===== src/rtl/cam_write_scheduler.sv =====
// Round-robin write-port scheduler for the block-RAM CAM: arbitrates insert/write/delete
// requests, owns the occupancy bitmap and sequences each CAM write to its completion pulse.
module cam_write_scheduler #(
    parameter int unsigned DATA_WIDTH = 64,
    parameter int unsigned ADDR_WIDTH = 5,
    parameter int unsigned PORTS      = 4,
    localparam int unsigned PW        = (PORTS > 1) ? $clog2(PORTS) : 1
) (
    input  logic                       clk,
    input  logic                       rst_n,
    input  logic [PORTS-1:0]           req_valid,
    output logic [PORTS-1:0]           req_ready,
    input  logic [2*PORTS-1:0]         req_op,
    input  logic [PORTS*ADDR_WIDTH-1:0] req_addr,
    input  logic [PORTS*DATA_WIDTH-1:0] req_data,
    output logic                       resp_valid,
    output logic [PW-1:0]              resp_port,
    output logic [ADDR_WIDTH-1:0]      resp_addr,
    output logic [1:0]                 resp_status,
    output logic [ADDR_WIDTH-1:0]      cam_write_addr,
    output logic [DATA_WIDTH-1:0]      cam_write_data,
    output logic                       cam_write_delete,
    output logic                       cam_write_enable,
    input  logic                       cam_write_busy,
    output logic [ADDR_WIDTH:0]        entries_used,
    output logic                       full,
    output logic                       empty
);

    localparam int unsigned Depth = 2 ** ADDR_WIDTH;
    localparam logic [ADDR_WIDTH:0] FullCount = 1'b1 << ADDR_WIDTH;

    localparam logic [1:0] OpInsert = 2'b00;
    localparam logic [1:0] OpWrite  = 2'b01;
    localparam logic [1:0] OpDelete = 2'b10;

    localparam logic [1:0] StatOk       = 2'b00;
    localparam logic [1:0] StatFull     = 2'b01;
    localparam logic [1:0] StatNotFound = 2'b10;
    localparam logic [1:0] StatBadOp    = 2'b11;

    typedef enum logic [2:0] {StIdle, StIssue, StWaitHi, StWaitLo, StResp} state_t;

    state_t                  state_q;
    logic [PW-1:0]           ptr_q;
    logic [1:0]              op_q;
    logic [Depth-1:0]        occ_q;
    logic [Depth-1:0]        occ_d;
    logic [ADDR_WIDTH:0]     used_d;

    logic                    grant_found;
    logic [PW-1:0]           grant_idx;
    int unsigned             scan_idx;
    logic                    accept;
    logic [1:0]              sel_op;
    logic [ADDR_WIDTH-1:0]   sel_addr;
    logic [DATA_WIDTH-1:0]   sel_data;
    logic                    free_found;
    logic [ADDR_WIDTH-1:0]   free_idx;
    logic                    res_touch;
    logic [1:0]              res_status;
    logic [ADDR_WIDTH-1:0]   res_addr;

    // First valid port at or after the round-robin pointer, wrapping.
    always_comb begin
        grant_found = 1'b0;
        grant_idx   = '0;
        scan_idx    = 0;
        for (int i = 0; i < int'(PORTS); i++) begin
            scan_idx = (32'(ptr_q) + 32'(i)) % PORTS;
            if (!grant_found && req_valid[scan_idx[PW-1:0]]) begin
                grant_found = 1'b1;
                grant_idx   = scan_idx[PW-1:0];
            end
        end
    end

    assign accept = (state_q == StIdle) && grant_found && !cam_write_busy;

    always_comb begin
        req_ready = '0;
        sel_op    = '0;
        sel_addr  = '0;
        sel_data  = '0;
        for (int i = 0; i < int'(PORTS); i++) begin
            if (grant_idx == PW'(i)) begin
                req_ready[i] = accept;
                sel_op       = req_op[i*2 +: 2];
                sel_addr     = req_addr[i*ADDR_WIDTH +: ADDR_WIDTH];
                sel_data     = req_data[i*DATA_WIDTH +: DATA_WIDTH];
            end
        end
    end

    // Downward scan so the last hit is the lowest-index free entry.
    always_comb begin
        free_found = 1'b0;
        free_idx   = '0;
        for (int i = int'(Depth) - 1; i >= 0; i--) begin
            if (!occ_q[i]) begin
                free_found = 1'b1;
                free_idx   = ADDR_WIDTH'(i);
            end
        end
    end

    always_comb begin
        res_touch  = 1'b0;
        res_status = StatOk;
        res_addr   = sel_addr;
        case (sel_op)
            OpInsert: begin
                if (free_found) begin
                    res_addr  = free_idx;
                    res_touch = 1'b1;
                end else begin
                    res_addr   = '0;
                    res_status = StatFull;
                end
            end
            OpWrite: res_touch = 1'b1;
            OpDelete: begin
                if (occ_q[sel_addr]) res_touch = 1'b1;
                else                 res_status = StatNotFound;
            end
            default: res_status = StatBadOp;
        endcase
    end

    // Bitmap commits in the RESP cycle; counters are computed from the committed value.
    always_comb begin
        occ_d = occ_q;
        if (state_q == StResp && resp_status == StatOk) begin
            if (op_q == OpDelete) occ_d[resp_addr] = 1'b0;
            else                  occ_d[resp_addr] = 1'b1;
        end
        used_d = '0;
        for (int i = 0; i < int'(Depth); i++) begin
            used_d = used_d + {{ADDR_WIDTH{1'b0}}, occ_d[i]};
        end
    end

    always_ff @(posedge clk or negedge rst_n) begin
        if (!rst_n) begin
            state_q          <= StIdle;
            ptr_q            <= '0;
            op_q             <= '0;
            occ_q            <= '0;
            resp_valid       <= 1'b0;
            resp_port        <= '0;
            resp_addr        <= '0;
            resp_status      <= '0;
            cam_write_addr   <= '0;
            cam_write_data   <= '0;
            cam_write_delete <= 1'b0;
            cam_write_enable <= 1'b0;
            entries_used     <= '0;
            full             <= 1'b0;
            empty            <= 1'b1;
        end else begin
            cam_write_enable <= 1'b0;
            resp_valid       <= 1'b0;
            occ_q            <= occ_d;
            entries_used     <= used_d;
            full             <= (used_d == FullCount);
            empty            <= (used_d == '0);
            case (state_q)
                StIdle: begin
                    if (accept) begin
                        ptr_q       <= (grant_idx == PW'(PORTS - 1)) ? '0 : grant_idx + 1'b1;
                        op_q        <= sel_op;
                        resp_port   <= grant_idx;
                        resp_addr   <= res_addr;
                        resp_status <= res_status;
                        if (res_touch) begin
                            // Held until the next touching accept; the CAM reads them late.
                            cam_write_addr   <= res_addr;
                            cam_write_data   <= sel_data;
                            cam_write_delete <= (sel_op == OpDelete);
                            cam_write_enable <= 1'b1;
                            state_q          <= StIssue;
                        end else begin
                            resp_valid <= 1'b1;
                            state_q    <= StResp;
                        end
                    end
                end
                StIssue:  state_q <= StWaitHi;
                StWaitHi: if (cam_write_busy) state_q <= StWaitLo;
                StWaitLo: begin
                    if (!cam_write_busy) begin
                        resp_valid <= 1'b1;
                        state_q    <= StResp;
                    end
                end
                StResp:   state_q <= StIdle;
                default:  state_q <= StIdle;
            endcase
        end
    end

endmodule


===== config.mk =====
export PLATFORM = sky130hd
export DESIGN_NAME = cam_write_scheduler
export DESIGN_NICKNAME = d
export VERILOG_FILES = /design/src/rtl/cam_write_scheduler.sv
export SDC_FILE = /design/constraint.sdc
export NUM_CORES = 1
export LEC_CHECK = 0
export ABC_AREA = 0
export CAP_MARGIN = 0
export CORE_ASPECT_RATIO = 1.4
export CORE_MARGIN = 3
export CORE_UTILIZATION = 36
export CTS_CLUSTER_SIZE = 10
export DETAILED_ROUTE_END_ITERATION = 7
export GPL_TIMING_DRIVEN = 1
export PLACE_DENSITY = 0.74
export SYNTH_ARGS = -nofsm -noshare
export SYNTH_HDL_FRONTEND = slang
export SYNTH_SLANG_ARGS = --single-unit

===== constraint.sdc =====
create_clock -name clk -period 6.5 [get_ports clk]
set_input_delay 0.65 -clock clk [delete_from_list [all_inputs] [get_ports clk]]
set_output_delay 0.65 -clock clk [all_outputs]
set_load 0.03 [all_outputs]

[Yosys cells after proc, flatten, opt, wreduce, memory -nomap -nowiden]
Index checks and enable logic that the tools add are counted.
Storage, ports and cells
  bits of input ports: 291
  flip-flop bits (word level): 128
  word-level logic and storage cells: 216
Operators by class
  equal/unequal tests: 14
  reductions and logical operators: 19
  $add $sub $neg: 35
  muxes and demuxes: 123
  magnitude comparators: 7
  bitwise logic cells: 3
Operators with widths (number)
  two-way mux 64 bit: 4
  two-way mux 5 bit: 38
  adder 6 x 1 -> 6 bit: 26
  two-way mux 32 bit: 2
  two-way mux 1 bit: 55
  AND 32 bit: 1
  NOT 32 bit: 1
  bitwise OR 32 bit: 1
  two-way mux 2 bit: 10
  < comparator 2 x 3 -> 1 bit (second input constant): 4
  < comparator 5 x 6 -> 1 bit (second input constant): 2
  two-way mux 3 bit: 4
  one-hot mux 3 bit (4 select lines): 1
  binary-select mux 1 bit (select 2 bit): 4
  equality test 2 bit (second input constant): 4
  logical AND 1 bit: 7
  adder 5 x 1 -> 6 bit: 1
  equality test 3 x 2 -> 1 bit (second input constant): 2
  equality test 6 bit (second input constant): 1
  logical NOT 2 bit: 3
  logical NOT 6 bit: 1
  != test 2 bit (second input constant): 3
  one-hot mux 2 bit (3 select lines): 1
  AND reduction 3 bit: 2
  17 further kinds: 23

[Longest topological paths before layout]
  word-level depth: 40
  mapped depth: 22
  gate-level depth less buffers: 22

[Worst setup path before layout]
Ideal clock, no wire load.
  path kind: reg-to-reg
  start: register resp_status[0]
  end: register empty
  data arrival time: 6.097 ns
  path slack: 0.321 ns
  cell stages (with the launch flop): 21
  period minus slack after synthesis: 6.179 ns
  cells stage by stage: dfrtp_1 -> nor2_1 -> and3_1 -> nor2b_1 -> nor2b_1 -> clkbuf_1 -> nand2_1 -> mux2i_1 -> fa_1 -> inv_1 -> fa_1 -> fa_1 -> fa_1 -> fa_1 -> fa_1 -> ha_1 -> inv_1 -> fa_1 -> inv_1 -> or4_1 -> nor3_1
On the way
  cells in the longest elaborated chain, start to end: 35
Ends and longest elaborated chain
  start, declared: RTL line 19  | output logic [1:0] resp_status,
  start signal, assigned: RTL line 174  | resp_status <= res_status;
  logical NOT 2 bit *: RTL line 133  | if (state_q == StResp && resp_status == StatOk) begin
  logical AND 1 bit *: RTL line 133
  two-way mux 32 bit *: RTL line 133
  adder 1 x 1 -> 2 bit: RTL line 139  | used_d = used_d + {{ADDR_WIDTH{1'b0}}, occ_d[i]};
  adder 2 x 1 -> 3 bit: RTL line 139
  adder 3 x 1 -> 4 bit: RTL line 139
  adder 4 x 1 -> 5 bit: RTL line 139
  adder 5 x 1 -> 6 bit: RTL line 139
  adder 6 x 1 -> 6 bit (25 in a row): RTL line 139
  adder 6 x 1 -> 6 bit *: RTL line 139
  named net used_d[1]: RTL line 49  | logic [ADDR_WIDTH:0] used_d;
  logical NOT 6 bit *: RTL line 166  | empty <= (used_d == '0);
  end signal, assigned: RTL line 166
  end, declared: RTL line 27  | output logic empty
The timed path passes the listed nets; every way through them passes the cells marked *.
A chain may end at the register's enable or synchronous reset.

[Worst setup path after layout]
  start: register state_q[1]
  end: register empty
On the way
  elaborated cells on any way between the ends: 35
RTL lines
  start, declared: RTL line 44  | state_t state_q;
  start signal, assigned: RTL line 145  | state_q <= StIdle;
  start signal, assigned: RTL line 181  | state_q <= StIssue;
  start signal, assigned: RTL line 184  | state_q <= StResp;
  equality test 3 bit: RTL line 133
  logical AND 1 bit: RTL line 133
  two-way mux 32 bit: RTL line 133
  named net occ_d[25]: RTL line 48  | logic [Depth-1:0] occ_d;
  adder 6 x 1 -> 6 bit (7 in a row): RTL line 139
  named net used_d[1]: RTL line 49
  logical NOT 6 bit: RTL line 166
The timed path passes the listed nets, and every way through them passes these cells.

==> results.toml <==
[timing]
min_period_over_period_pct = 95.66
maxSlewHeadroom_pct = 36.80
setup_viol = 0
period_minus_slack_ns = 6.218
fmax_ghz = 0.1608
layout_setup_ws_ns = 0.2819
setup_tns_ns = 0
rsz0062_at_grt = "no"
timing.hold.ws_ns = 0.2050
worstMarginPinSlew_ns = 0.9453
hold_violations = 0
finClkSkew_ns = 0.01082
final-max-slew-violation-count = 0

[logic_synthesis]
synthCells = 1413
postSynth.asyncResetShare_pct = 100.0
syn-cell-area_um2 = 10810
ys_warn_count = 0
synth-seq-cells = 128
ys_seq_area_share_pct = 29.65
synth_top_flop_cell = "dfrtp_1"
synth_edf_count = 0
synth_nets = 1739
netlist-cell-type-count = 61
synth.avg_cell_area_um2 = 7.647

[critical_path]
cp_slowest_cell = "fa_1"
critical_path.top_delay_family = "adder cells"
worstPathCellList = "nor2_2 > and3_4 > nor2b_4 > nand2_1 > buf_4 > nor2_1 > mux2_2 > fa_1 > fa_1 > inv_1 > fa_1 > inv_1 > fa_1 > fa_1 > fa_1 > ha_1 > inv_1 > fa_1 > inv_1 > or4_4 > nor3_2"
cp_max_fo = 5
worstPathArrival_ns = 6.56
crit_type = "reg -> reg"
crit_path_frequent_cell = "fa_1"
critPathMaxStageDelay_ns = 0.53
startpoint_type = "flip-flop"
cp_num_buf_inv = 5
worstPathRequired_ns = 6.84
end_kind = "flip-flop"

[detailed_routing]
drcViolationCount = 0
wire_per_inst_um = 20.60
drt-vias-per-instance = 5.965
drtAntennaViolNets = 0
via_count = 12472
detail_route.iter0.violations = 792
dr.pass1.iters = 7
wirelength_um = 43080

[power]
power_switching_share_pct = 54.28
intPower_mw = 3.905
seqPwrFrac_pct = 16.2
cellPowerDensity_nw_per_um2 = 549.8
cellLeakagePower_nw = 5.811
ir_worst_vdd_mv = 0.4465
p_sw_mw = 4.636
combPwrFrac_pct = 72.0
clkPwrFrac_pct = 11.8

[final_layout]
fillCellCount = 2710
drive_above_1_share_pct = 6.316
stdcell_count = 2091
syn_to_final_growth_pct = 43.75
fin_nets = 2023

[clock_tree]
root_buffer = "clkbuf_16"
clk_latency_ns = 0.42
cts_tree = "done"
cts.sinks = 128
clkTransAtPathRegs_ns = 0.06
htree_num_levels = 4
hold_buffers = 0
cts_buffers = 17
clock_path_buffers = 2

[place]
dpl.cell_count = 2058
dp_hpwl_um = 31680
pre_cts_ws_ns = -0.009759
numPortBuffers = 383
place.gp.congestion = 0.9938

[die]
die_w_um = 152.4
start_util_pct = 36.81
fp.dieArea_um2 = 32160
core.rowCount = 74
core_area_um2 = 29350
io_pins = 384
die_y_um = 211.0

[flow_run]
cap_violations = 0

[grt]
grt_max_degree = 135
overflow = 0
track_usage_pct = 25.72
grt_pass1_wl_um = 67190
antenna_found_initial = 1
grt_pass1_vias = 12320

[hold_path]
hold_path.class = "in -> async"

[run_status]
status = "finished, final reports clean"
layer usage:
| layer | wire length (um) | vias up | track usage [%] | part of all wire (%) |
|---|---|---|---|---|
| met5 | 0 | - | 0 | 0 |
| met4 | 2009 | 0 | 12.30 | 4.7 |
| met3 | 2539 | 112 | 4.489 | 5.9 |
| met2 | 22180 | 555 | 45.49 | 51 |
| met1 | 16350 | 5957 | 30.35 | 38 |
| li1 | - | 5848 | - | - |
worst register-to-register path, stage by stage (launching register included):
cell     delay (ns)
dfrtp_1        0.41
nor2_2         0.14
and3_4         0.23
nor2b_4        0.17
nand2_1        0.08
buf_4          0.18
nor2_1         0.11
mux2_2         0.37
fa_1           0.49
fa_1           0.53
inv_1          0.06
fa_1           0.48
inv_1          0.05
fa_1           0.49
fa_1           0.44
fa_1           0.52
ha_1           0.17
inv_1          0.06
fa_1           0.48
inv_1          0.05
or4_4          0.52
nor3_2         0.12
Yosys cell counts (all sizes together), types with 5 or more instances:
library cell / n / area, um2
nand2: 64 / 240.2
o21ai: 84 / 420.4
mux2: 23 / 259.0
a21o: 5 / 37.54
nand2b: 6 / 37.54
nor2b: 14 / 87.58
ha: 11 / 137.6
fa: 24 / 480.5
a21oi: 84 / 420.4
nor2: 111 / 416.7
nor3: 202 / 1011
clkbuf: 122 / 457.9
a31oi: 5 / 31.28
nand3: 148 / 740.7
nand3b: 5 / 50.05
inv: 41 / 153.9
buf: 22 / 111.4
dfrtp: 127 / 3178
and3: 6 / 37.54
o211ai: 5 / 37.54
and2: 75 / 469.2
a221oi: 133 / 1171
nand4: 15 / 93.84
mux2i: 21 / 210.2
cell families (layout without fill, tap and decap cells):
kind of cell / Yosys count / after routing / synth area share, %
AOI/OAI and AO/OA: 353 / 353 / 22.63
xor gates and xnor gates: 3 / 3 / 0.2432
adders and majority gates: 35 / 35 / 5.720
buffers and inverters: 185 / 482 / 6.693
DFF: 128 / 128 / 29.65
muxes: 44 / 44 / 4.342
other: 0 / 1 / 0
and+or+nand+nor: 665 / 665 / 30.72
metrics by stage:
step / cell area, um2 / power (mW) / util, %
2_1_floorplan: 10810 / 5.437 / -
3_3_place_gp: 14890 / 7.288 / 50.72
3_5_place_dp: 14890 / 7.464 / 50.72
4_1_cts: 15500 / 8.500 / 52.82
5_1_grt: 15530 / 9.166 / 52.92
6_report: 15530 / 8.540 / 52.92
what timing repair did:
| action | 4_1_cts | 5_1_grt |
|---|---|---|
| gates cloned | 0 | 0 |
| setup endpoints to repair | 1 | 2 |
| setup buffers | 0 | 0 |
| pin swaps | 0 | 1 |
| gates resized for setup | 1 | 7 |
area by class of cell:
cell class / count / area [um2] / share of cell area [%]
Timing Repair Buffer: 409 / 4080 / 26.27
Multi-Input combinational cell: 1100 / 7002 / 45.08
Clock buffer: 20 / 456.7 / 2.940
Inverter: 41 / 153.9 / 0.9908
Clock inverter: 12 / 157.7 / 1.015
Sequential cell: 128 / 3204 / 20.63
Tap cell: 380 / 475.5 / 3.061
Antenna cell: 1 / 2.502 / 0.01611
path summary, 6_finish.rpt:
kind                                           from                   endpoint  slack, ns  depth (start not counted)
max reg2reg                  state_q[1]$_DFFE_PN0P_            empty$_DFF_PN1_       0.28                         21
min                                           rst_n   resp_port[1]$_DFFE_PN0P_       0.20                          1
max                          state_q[1]$_DFFE_PN0P_            empty$_DFF_PN1_       0.28                         21
min in group clk           resp_port[1]$_DFFE_PN0P_   resp_port[1]$_DFFE_PN0P_       0.48                          2
max in group asynchronous                     rst_n  entries_used[4]$_DFF_PN0_       4.94                          2
min reg2reg                resp_port[1]$_DFFE_PN0P_   resp_port[1]$_DFFE_PN0P_       0.48                          2
power by group through the flow:
stage          combinational (mW)  sequential [mW]  clock, mW
3_5_place_dp                 6.08             1.38          0
4_1_cts                      6.10             1.38       1.03
6_report                     6.15             1.39       1.01
2_1_floorplan                3.68             1.76          0
3_3_place_gp                 5.92             1.37          0
5_1_grt                      6.68             1.43       1.06
sequential cells by signal, summed over array words and instances (netlist names), 3 cells and up:
signal / flops
cam_write_addr: 5
cam_write_data: 64
entries_used: 6
occ_q: 32
resp_addr: 5
state_q: 3
layout by cell type (no fill, tap or decap), types with 5 or more instances in the layout:
cell type        count
clkdlybuf4s50_1    382
nor3_1             201
nand3_1            147
a221oi_1           132
dfrtp_1            127
nor2_1             110
a21oi_1             84
o21ai_0             84
and2_1              74
nand2_1             64
inv_1               40
fa_1                24
mux2_2              23
buf_4               22
mux2i_1             21
clkbuf_16           17
nand4_1             15
nor2b_1             12
ha_1                 8
nand2b_1             5
and3_1               5
o211ai_1             5
Power figures use the tool's default switching activity.
